<file path="config.mk">
export PLATFORM = sky130hd
export DESIGN_NAME = mult_arbiter
export DESIGN_NICKNAME = d
export VERILOG_FILES = /design/src/rtl/mult_arbiter.sv
export SDC_FILE = /design/constraint.sdc
export NUM_CORES = 1
export LEC_CHECK = 0
export CORE_UTILIZATION = 49
export DETAILED_ROUTE_END_ITERATION = 8
export GPL_ROUTABILITY_DRIVEN = 0
export PLACE_DENSITY = 0.85
export SETUP_SLACK_MARGIN = 0.05
export SYNTH_ARGS = -nofsm -noshare
export SYNTH_HDL_FRONTEND = slang
export SYNTH_SLANG_ARGS = --single-unit
</file>
<file path="constraint.sdc">
create_clock -name clk -period 4.57 [get_ports clk]
set_input_delay 0.6855 -clock clk [delete_from_list [all_inputs] [get_ports clk]]
set_output_delay 0.6855 -clock clk [all_outputs]
set_load 0.02 [all_outputs]
</file>
<file path="src/rtl/mult_arbiter.sv">
// Round-robin arbiter that shares one shift-add multiplier among N requesters.
// Latency: req->grant 2 cycles; grant->rsp_valid 2 + multiplier latency + 1 cycles.
// Backpressure: a request is a level held until grant; all other requests wait in IDLE.
module mult_arbiter #(
  parameter int N       = 4,
  parameter int W       = 3,
  parameter int TIMEOUT = 32
) (
  input  logic               clk,
  input  logic               rst_n,
  input  logic [N-1:0]       req,
  input  logic [N*W-1:0]     a_bus,
  input  logic [N*W-1:0]     b_bus,
  output logic [N-1:0]       grant,
  output logic [N-1:0]       rsp_valid,
  output logic [2*W-1:0]     rsp_result,
  output logic               rsp_err,
  output logic               busy,
  output logic [W-1:0]       m_a,
  output logic [W-1:0]       m_b,
  output logic               m_init,
  input  logic [2*W-1:0]     m_result,
  input  logic               m_done
);

  localparam int IW = (N > 1) ? $clog2(N) : 1;
  localparam int CW = $clog2(TIMEOUT + 1);

  localparam logic [2:0] S_IDLE  = 3'd0;
  localparam logic [2:0] S_INIT  = 3'd1;
  localparam logic [2:0] S_GUARD = 3'd2;
  localparam logic [2:0] S_WAIT  = 3'd3;
  localparam logic [2:0] S_RESP  = 3'd4;

  localparam logic [N-1:0] ONE_N = {{(N-1){1'b0}}, 1'b1};

  logic [2:0]     state_q, state_d;
  logic [IW-1:0]  ptr_q, ptr_d;
  logic [IW-1:0]  win_q, win_d;
  logic [CW-1:0]  cnt_q, cnt_d;
  logic [W-1:0]   m_a_q, m_a_d;
  logic [W-1:0]   m_b_q, m_b_d;
  logic           m_init_q, m_init_d;
  logic [N-1:0]   grant_q, grant_d;
  logic [N-1:0]   rsp_valid_q, rsp_valid_d;
  logic [2*W-1:0] rsp_result_q, rsp_result_d;
  logic           rsp_err_q, rsp_err_d;
  logic           busy_q, busy_d;

  logic           pick_vld;
  logic [IW-1:0]  pick_idx;
  logic [CW-1:0]  cnt_inc;

  // Winner search: first set req bit at or above the pointer, wrapping N-1 -> 0.
  always_comb begin
    int j;
    j        = 0;
    pick_vld = 1'b0;
    pick_idx = '0;
    for (int k = 0; k < N; k++) begin
      j = int'(ptr_q) + k;
      if (j >= N) j = j - N;
      if (!pick_vld && req[j]) begin
        pick_vld = 1'b1;
        pick_idx = IW'(j);
      end
    end
  end

  assign cnt_inc = cnt_q + 1'b1;

  // Sequencer next state; grant, m_init and rsp_valid default low so they only pulse.
  always_comb begin
    state_d      = state_q;
    ptr_d        = ptr_q;
    win_d        = win_q;
    cnt_d        = cnt_q;
    m_a_d        = m_a_q;
    m_b_d        = m_b_q;
    m_init_d     = 1'b0;
    grant_d      = '0;
    rsp_valid_d  = '0;
    rsp_result_d = rsp_result_q;
    rsp_err_d    = rsp_err_q;
    busy_d       = busy_q;
    case (state_q)
      S_IDLE: begin
        if (pick_vld) begin
          win_d    = pick_idx;
          m_a_d    = a_bus[int'(pick_idx)*W +: W];
          m_b_d    = b_bus[int'(pick_idx)*W +: W];
          grant_d  = ONE_N << pick_idx;
          m_init_d = 1'b1;
          busy_d   = 1'b1;
          state_d  = S_INIT;
        end
      end
      S_INIT: begin
        state_d = S_GUARD;
      end
      // One dead cycle so a done level left over from the previous operation is never taken.
      S_GUARD: begin
        state_d = S_WAIT;
      end
      S_WAIT: begin
        if (m_done) begin
          rsp_result_d = m_result;
          rsp_err_d    = 1'b0;
          rsp_valid_d  = ONE_N << win_q;
          state_d      = S_RESP;
        end else if (cnt_inc == CW'(TIMEOUT)) begin
          rsp_result_d = '0;
          rsp_err_d    = 1'b1;
          rsp_valid_d  = ONE_N << win_q;
          state_d      = S_RESP;
        end else begin
          cnt_d = cnt_inc;
        end
      end
      S_RESP: begin
        ptr_d   = (win_q == IW'(N - 1)) ? '0 : win_q + 1'b1;
        cnt_d   = '0;
        busy_d  = 1'b0;
        state_d = S_IDLE;
      end
      default: begin
        cnt_d   = '0;
        busy_d  = 1'b0;
        state_d = S_IDLE;
      end
    endcase
  end

  // State and output registers; reset discards any operation in flight.
  always_ff @(posedge clk or negedge rst_n) begin
    if (!rst_n) begin
      state_q      <= S_IDLE;
      ptr_q        <= '0;
      win_q        <= '0;
      cnt_q        <= '0;
      m_a_q        <= '0;
      m_b_q        <= '0;
      m_init_q     <= 1'b0;
      grant_q      <= '0;
      rsp_valid_q  <= '0;
      rsp_result_q <= '0;
      rsp_err_q    <= 1'b0;
      busy_q       <= 1'b0;
    end else begin
      state_q      <= state_d;
      ptr_q        <= ptr_d;
      win_q        <= win_d;
      cnt_q        <= cnt_d;
      m_a_q        <= m_a_d;
      m_b_q        <= m_b_d;
      m_init_q     <= m_init_d;
      grant_q      <= grant_d;
      rsp_valid_q  <= rsp_valid_d;
      rsp_result_q <= rsp_result_d;
      rsp_err_q    <= rsp_err_d;
      busy_q       <= busy_d;
    end
  end

  assign grant      = grant_q;
  assign rsp_valid  = rsp_valid_q;
  assign rsp_result = rsp_result_q;
  assign rsp_err    = rsp_err_q;
  assign busy       = busy_q;
  assign m_a        = m_a_q;
  assign m_b        = m_b_q;
  assign m_init     = m_init_q;

endmodule

</file>
# After elaboration in Yosys (flattened, before gate mapping)
# Cells that the tools add are included.
[op_classes]
n_addsub = 9
shifts = 4
n_reduce_logical = 15
bitwise_logic = 2
n_eq_ne = 10
n_lt_le_gt_ge = 8
multipliers = 1
muxes = 45
[op_table]
columns = ["op", "count"]
rows = [
  ["$lt A32 B4 Y1 const B", 4],
  ["$mux W32", 4],
  ["$shiftx A12 B32 Y3", 1],
  ["$mux W6", 4],
  ["$mux W4", 5],
  ["$mux W1", 17],
  ["$pmux W3 S4", 1],
  ["$pmux W6 S2", 1],
  ["$shiftx A12 B5 Y3", 1],
  ["$sub A3 B3 Y4 const B", 3],
  ["$mux W2", 5],
  ["$ge A3 B3 Y1 const B", 3],
  ["$mux W3", 3],
  ["$bmux W1 S2", 4],
  ["$reduce_and A2 Y1", 4],
  ["$shl A1 B2 Y4 const A", 2],
  ["$add A2 B2 Y3 const B", 2],
  ["$add A6 B1 Y6 const B", 1],
  ["$eq A3 B2 Y1 const B", 2],
  ["$eq A6 B6 Y1 const B", 1],
  ["$ne A2 B2 Y1 const B", 3],
  ["$reduce_or A3 Y1", 2],
  ["$mul A2 B2 Y4 const B", 1],
  ["$sub A2 B3 Y4 const B", 1],
  ["14 further kinds", 19],
]
[totals]
out_inout_bits = 23
reg_bits = 36

# Depth between registers and ports, before layout
# Gate-level depths: netlist of run 1.
[depth]
depth_word = 18
depth_mapped = 7
mapped_depth_nobuf = 6

# Least setup slack after synthesis of run 1
# No wires, ideal clock.
[synth_timing]
kind = "in2reg"
from = "input port req[0]"
to = "register m_a_q[1] (netlist: m_a[1])"
slack_ps = 2530
n_path_buf = 2
path_stages = 7
arrival_time_ps = 1896
required_time_ps = 4426
setup_ps = 144
cell_sequence = "nor4_1 -> or4_1 -> clkbuf_1 -> inv_2 -> nand2b_1 -> clkbuf_1 -> o221ai_1"
[synth_via]
elab_chain_cells = 15
[synth_lines]
columns = ["item", "line", "source"]
rows = [
  ["start: declaration", "11", "input logic [N-1:0] req,"],
  ["$bmux W1 S2", "63", "if (!pick_vld && req[j]) begin"],
  ["$mux W1 (implied by the code) (2 in a row)", "63", ""],
  ["$mux W1", "63", ""],
  ["$logic_not A1 Y1", "63", ""],
  ["$logic_and A1 B1 Y1", "63", ""],
  ["$mux W1", "63", ""],
  ["$logic_not A1 Y1", "63", ""],
  ["$logic_and A1 B1 Y1", "63", ""],
  ["$mux W1", "63", ""],
  ["$logic_not A1 Y1", "63", ""],
  ["$logic_and A1 B1 Y1", "63", ""],
  ["$mux W2", "63", ""],
  ["$mul A2 B2 Y4", "90", "m_a_d = a_bus[int'(pick_idx)*W +: W];"],
  ["$shiftx A12 B32 Y3", "90", ""],
  ["end signal: assignment", "154", "m_a_q <= m_a_d;"],
  ["end: declaration", "41", "logic [W-1:0] m_a_q, m_a_d;"],
]
# Several ways; a longest one is shown, not always the timed one. The select of a mux whose other input is x is not followed.
# A chain may end at the register's enable or synchronous reset.

# Worst setup path in the final report of run 1
[layout_timing]
from = "register cnt_q[2]"
to = "register rsp_valid_q[1] (netlist: rsp_valid[1])"
[layout_via]
elab_chain_cells = 5
[layout_lines]
columns = ["item", "line", "source"]
rows = [
  ["start: declaration", "40", "logic [CW-1:0] cnt_q, cnt_d;"],
  ["start signal: assignment", "153", "cnt_q <= cnt_d;"],
  ["$add A6 B1 Y6", "70", "assign cnt_inc = cnt_q + 1'b1;"],
  ["$eq A6 B6 Y1", "111", "end else if (cnt_inc == CW'(TIMEOUT)) begin"],
  ["$mux W4", "111", ""],
  ["$mux W4", "106", "if (m_done) begin"],
  ["$mux W4", "86", "case (state_q)"],
  ["net rsp_valid_d[1]", "45", "logic [N-1:0] rsp_valid_q, rsp_valid_d;"],
  ["end signal: assignment", "158", "rsp_valid_q <= rsp_valid_d;"],
  ["end: declaration", "45", ""],
]
# The timed path passes the listed nets, and every way through them passes these cells.

==> results of run 1 <==
## cell families after synthesis
group	synth area share
compound gates	0.163
simple gates	0.150
buf+inv	0.0527
flops	0.492
mux	0.0910
xor+xnor	0.00958
fa+ha+maj	0.0410
## worst reg2reg max path: stages (launching register included)
cell	delay, ns
dfrtp_1	0.46
nand3_2	0.17
or3_1	0.39
a2111oi_2	1.15
or2_1	0.33
and3_1	0.20
## cell usage after synthesis
cell,instances,share of area
nand3_2,1,0.0055
mux2_2,1,0.0062
nor3_2,2,0.011
inv_1,12,0.025
nor3_1,3,0.0082
nand2b_1,2,0.0068
ha_1,6,0.041
o31ai_1,3,0.012
buf_2,2,0.0055
o21ai_4,1,0.0089
and3_1,4,0.014
or2_2,2,0.0068
buf_6,1,0.0062
dfrtp_1,36,0.49
o41ai_1,1,0.0048
nand3b_1,1,0.0041
nand3_1,1,0.0027
a2111oi_2,1,0.0082
mux2_4,3,0.025
o21a_1,1,0.0041
nor2_1,8,0.016
inv_2,2,0.0041
nor4_1,1,0.0034
nor3b_2,1,0.0068
o221ai_1,6,0.029
a211o_1,1,0.0048
or4_1,2,0.0082
a22o_1,6,0.029
xnor2_1,2,0.0096
clkbuf_1,4,0.0082
and2_1,3,0.010
a32oi_1,2,0.0096
nand2_1,11,0.023
o21ai_0,6,0.016
o22ai_1,2,0.0068
or2_1,1,0.0034
or3_1,2,0.0068
nor2b_1,4,0.014
o21ai_1,1,0.0027
a21oi_1,7,0.019
mux2i_1,11,0.060
clkbuf_4,1,0.0041
a211oi_1,1,0.0041
a31oi_1,1,0.0034
## state kept, by name, indices dropped and copies added, names as in the netlist
signal and flops:
state_q 3, grant 4, busy 1, rsp_valid 4
m_b 3, m_init 1, rsp_result 6, win_q 2
ptr_q 2, rsp_err 1, m_a 3, cnt_q 6
## through the flow
| step | hold WS, ns | cells | cell area (sq um) | total power, mW | utilization |
|---|---|---|---|---|---|
| floorplan | 0.390 | 170 | 1830 | 0.878 | - |
| global placement | 0.479 | 267 | 2430 | 1.09 | 0.700 |
| detailed placement | 0.492 | 267 | 2430 | 1.13 | 0.700 |
| CTS | 0.508 | 275 | 2540 | 1.40 | 0.731 |
| global route | 0.538 | 275 | 2540 | 1.48 | 0.731 |
| finish | 0.466 | 275 | 2540 | 1.40 | 0.731 |
## layout by cell type, fill, tap and decap left out, types with 3 or more instances in the layout
cell type	n
mux2i_1	11
o31ai_1	3
o221ai_1	6
nor3_1	3
clkdlybuf4s50_1	58
nand2_1	11
mux2_4	3
clkbuf_8	5
dfrtp_1	36
nor2b_1	4
o21ai_0	6
a22o_1	6
nor2_1	8
and3_1	4
and2_1	3
ha_1	6
inv_1	12
a21oi_1	7
## power by group
part,total (mW),switching (mW),internal [mW]
clock network,0.272,0.111,0.162
registers,0.517,0.0899,0.427
logic,0.609,0.319,0.290
total,1.40,0.520,0.878
## area by class of cell
cell class	count	area, sq um	share of cell area
timing repair buffer	59	586	0.231
inverter	14	52.6	0.0207
sequential	36	901	0.355
tap	46	57.6	0.0227
multi-input combinational	112	832	0.328
clock buffer	6	72.6	0.0286
clock inverter	2	35.0	0.0138
## how the worst max path moves through the flow
stage	startpoint	end	slack, ns	depth (start not counted)
3_3_place_gp	req[0]	m_a[2]	1.79	6
3_5_place_dp	req[0]	m_a[0]	1.56	6
2_1_floorplan	req[0]	m_a[1]	2.53	7
5_1_grt	cnt_q[2]	state_q[1]	1.65	5
4_1_cts	cnt_q[2]	rsp_valid[1]	1.85	5
6_report	cnt_q[2]	rsp_valid[1]	1.80	5
## layer usage
layer,vias to the layer above,GRT usage
li1,726,-
met1,760,0.260
met2,58,0.398
met3,11,0.0707
met4,0,0.105
met5,-,0
==> impl_metrics.csv, run 1 <==
group,metric,value,unit
timing,finalSetupTns,0,ns
synth,synth.distinct_cells,44,
die,rows,21,
synth,synth_fp_nets,213,
clock_network,clockRootBuffer,"clkbuf_8",
worst_setup_path,slowest_delay,1.15,ns
route,met2_wirelength,2170,microns
worst_setup_path,ff2ff_path_depth,5,
route,drt_iter0_markers,81,
worst_setup_path,cp_max_fo,11,
timing,hold_viol,0,
placed_design,dpl.hpwl,3170,microns
route,wl_per_cell,15.3,microns
pwr,power_per_cell_area,551,nW/um^2
finish,nFillCells,265,
synth,yosys_register_bits,36,
worst_setup_path,r2r_slack,1.80,ns
global_route,grt_pass1_vias,1593,
timing,max_freq,0.362,GHz
global_route,gr-total-overflow,0,
clock_network,cts_hold_buf,0,
timing,relSlewSlack,0.128,
clock_network,numCtsBuffers,5,
global_route,grt_pass1_wl,7030,microns
timing,setup_ws,1.80,ns
die,die_width,63.1,microns
route,drt-vias-per-instance,5.65,
clock_network,numClockSinks,36,
clock_network,ctsResizeCount,0,
die,dieArea,3980,sq um
synth,synth_seq_area_share,0.492,
global_route,grt_use_total,0.231,
worst_setup_path,reg2reg_to,"rsp_valid[1]",
worst_setup_path,critPathRequiredTime,4.79,ns
synth,syn_area,1830,sq um
placed_design,portBuffers,59,
global_route,antenna_found_initial,0,
die,boundaryPins,60,
timing,setup_violations,0,
flow_run,cap_violations,0,
route,wl_met3,257,microns
clock_network,path_clk_slew,0.07,ns
timing,slew_viol_final,0,
worst_setup_path,startpoint_type,"register",
timing,worst_slew_pin_slew,1.31,ns
route,drc,0,
clock_network,htreeDepth,2,
finish,area_growth,38.6,%
outcome,status,"finished clean",
route,wl,4210,microns
global_route,grt_max_degree,37,
finish,finalNetCount,271,
clock_network,cts_tree,"yes",
route,vias,1555,
route,drtPass1Iterations,4,
timing,period_needed,2.77,ns
synth,syn_area_per_cell,10.8,sq um
die,core,3470,sq um
pwr,leakagePower,1.13,nW
pwr,ir_drop,375,uV
worst_setup_path,crit_type,"register to register",
timing,min_period_over_period,0.605,
worst_setup_path,slowest_stage,"a2111oi_2",
worst_setup_path,cp.arrival,2.99,ns
timing,skew,0.00437,ns
route,ant_nets,0,
clock_network,clk_latency,0.29,ns
finish,antennaDiodeCount,0,
worst_setup_path,cp_num_buf_inv,0,
min_path,hp-class,"input port to async pin",
synth,synthCells,170,
route,m1WireLength,1680,microns
worst_setup_path,timing.rr.start,"cnt_q[2]",
clock_network,clock_path_buffers,2,
clock_network,post-cts-setup-buffers,0,
die,initial_utilization,0.527,
worst_setup_path,end_kind,"register",
synth,yosysWarnings,0,
worst_setup_path,path_cells,"nand3_2 -> or3_1 -> a2111oi_2 -> or2_1 -> and3_1",
route,routed.top_layer,"met4",
placed_design,pre_cts_slack,1.56,ns
finish,post_route_cells_drive_above_1_share,0.0961,
timing,rsz0062_at_grt,"false",
worst_setup_path,critPathTopFamily,"compound AO/OA/AOI/OAI gates",
die,dieHeight,63.1,microns
Power figures use the tool's default switching activity.
==> inputs of run 2 (changes only) <==
--- a/config.mk
+++ b/config.mk
@@ -5,10 +5,10 @@
 export SDC_FILE = /design/constraint.sdc
 export NUM_CORES = 1
 export LEC_CHECK = 0
-export CORE_UTILIZATION = 49
+export CORE_UTILIZATION = 41
 export DETAILED_ROUTE_END_ITERATION = 8
 export GPL_ROUTABILITY_DRIVEN = 0
-export PLACE_DENSITY = 0.85
+export PLACE_DENSITY = 0.75
 export SETUP_SLACK_MARGIN = 0.05
 export SYNTH_ARGS = -nofsm -noshare
 export SYNTH_HDL_FRONTEND = slang
==> constraint.sdc (replaced) <==
create_clock -name clk -period 2.46 [get_ports clk]
set_input_delay 0.369 -clock clk [delete_from_list [all_inputs] [get_ports clk]]
set_output_delay 0.369 -clock clk [all_outputs]
set_load 0.02 [all_outputs]
==> run 2 against run 1 <==
Against the previous run:
- clock skew shrank 0.0024 ns
- clock power grew 41%
- register-to-register slack lost 1.5 ns
- sequential power grew 83%
- critical endpoint is now rsp_valid[2]
==> impl_metrics.csv, run 2 (synthesis gave the netlist of run 1 again) <==
group,metric,value,unit
outcome,status,"finished clean",
worst_setup_path,end_kind,"register",
global_route,grt_pass1_wl,6420,microns
timing,slew_viol_final,0,
timing,hold_viol,0,
route,wl_per_cell,13.5,microns
timing,min_period_over_period,0.872,
finish,fin_area,2560,sq um
clock_network,htreeDepth,2,
placed_design,dpl.hpwl,2850,microns
route,drc,0,
timing,period_needed,2.14,ns
clock_network,post-cts-setup-buffers,0,
finish,final_cell_mix,"clkdlybuf4s50_1 (58), dfrtp_1 (36), inv_1 (12)",
finish,finalNetCount,277,
timing,rsz0062_at_grt,"false",
die,dieArea,4730,sq um
min_path,hp-class,"input port to async pin",
route,vias,1476,
worst_setup_path,crit_type,"register to register",
worst_setup_path,critPathRequiredTime,2.68,ns
route,drt_iter0_markers,101,
timing,relSlewSlack,0.480,
clock_network,clock_path_buffers,2,
clock_network,cts_tree,"yes",
route,drt-vias-per-instance,5.20,
global_route,gr-total-overflow,0,
timing,setup_violations,0,
timing,finalSetupTns,0,ns
timing,max_freq,0.466,GHz
clock_network,numCtsBuffers,5,
worst_setup_path,cp.arrival,2.36,ns
clock_network,clockRootBuffer,"clkbuf_8",
placed_design,dpl_cell_area,2480,sq um
clock_network,clk_latency,0.28,ns
clock_network,ctsResizeCount,0,
route,drtPass1Iterations,4,
pwr,ir_drop,700,uV
global_route,grt_pass1_vias,1409,
die,rows,23,
pwr,leakagePower,1.15,nW
placed_design,portBuffers,59,
clock_network,cts_hold_buf,0,
global_route,grt_use_total,0.187,
pwr,power_per_cell_area,974,nW/um^2
worst_setup_path,cp_max_fo,7,
timing,skew,0.00199,ns
finish,layout_commonest_cell,"clkdlybuf4s50_1",
timing,worst_slew_pin_slew,0.780,ns
finish,antennaDiodeCount,0,
die,boundaryPins,60,
route,ant_nets,0,
clock_network,path_clk_slew,0.06,ns
clock_network,numClockSinks,36,
die,die_width,68.8,microns
die,core,4140,sq um
worst_setup_path,startpoint_type,"register",
route,wl,3840,microns
die,dieHeight,68.8,microns
finish,finalCoreUtilization,0.617,
die,initial_utilization,0.441,
global_route,antenna_found_initial,0,
finish,post_route_cells_drive_above_1_share,0.115,
global_route,grt_max_degree,37,
finish,area_growth,39.7,%
flow_run,cap_violations,0,
run 2: changes by cell type in the layout (fill, tap and decap cells not counted), sizes merged:
cell,before,now
buf,1,7
bufinv,1,0
run 2: cell type report:
cell class / instances / area (sq um)
well taps: 50 / 62.6
flip-flops and latches: 36 / 901
multi-input cells: 112 / 832
repair buffers: 65 / 631
clock buffers: 6 / 72.6
inverters: 14 / 52.6
fillers: 374 / 1590
clock inverters: 1 / 5.00
run 2: worst max-delay path, stage by stage, from the launching register on:
cell and delay, ns:
dfrtp_1 0.45, nand3_2 0.16, or3_1 0.39, a2111oi_2 0.42, buf_4 0.24, or2_1 0.24, and3_1 0.19
run 2: routing by layer:
metal	up-vias	global-route usage	routed length, microns
li1	735	-	-
met1	692	0.247	1750
met2	45	0.298	1850
met3	4	0.0477	187
met4	0	0.0663	48
met5	-	0	0
run 2: final timing paths:
| check | slack, ns | cells after the start | start | endpoint |
|---|---|---|---|---|
| setup / recovery | 0.32 | 6 | cnt_q[2] | rsp_valid[2] |
| setup reg to reg | 0.32 | 6 | cnt_q[2] | rsp_valid[2] |
| min in group clk | 0.49 | 2 | m_b[1] | m_b[1] |
| hold reg to reg | 0.49 | 2 | m_b[1] | m_b[1] |
| max in group asynchronous | 1.80 | 1 | rst_n | rsp_valid[1] |
| hold / removal | 0.17 | 1 | rst_n | cnt_q[3] |
run 2: power breakdown:
part           switching, mW  internal [mW]  total, mW
clock network          0.192          0.192      0.384
registers              0.150          0.793      0.944
logic                  0.597          0.566       1.16
total                  0.940           1.55       2.49
run 2: metrics by stage:
step	power [mW]	worst slack [ns]	cells	hold WS, ns
6_report	2.49	0.315	284	0.166
2_1_floorplan	1.63	0.516	170	0.0734
3_5_place_dp	2.12	0.213	277	0.477
4_1_cts	2.51	0.324	284	0.193
3_3_place_gp	2.10	0.299	277	0.471
5_1_grt	2.66	0.185	284	0.226
==> inputs of run 3 (changes only) <==
--- a/config.mk
+++ b/config.mk
@@ -10,6 +10,8 @@
 export GPL_ROUTABILITY_DRIVEN = 0
 export PLACE_DENSITY = 0.75
 export SETUP_SLACK_MARGIN = 0.05
+export SKIP_LAST_GASP = 1
 export SYNTH_ARGS = -nofsm -noshare
 export SYNTH_HDL_FRONTEND = slang
 export SYNTH_SLANG_ARGS = --single-unit
+export TNS_END_PERCENT = 5
==> results of run 3 <==
No change in the layout: final DEF, timing and power equal those of run 2.
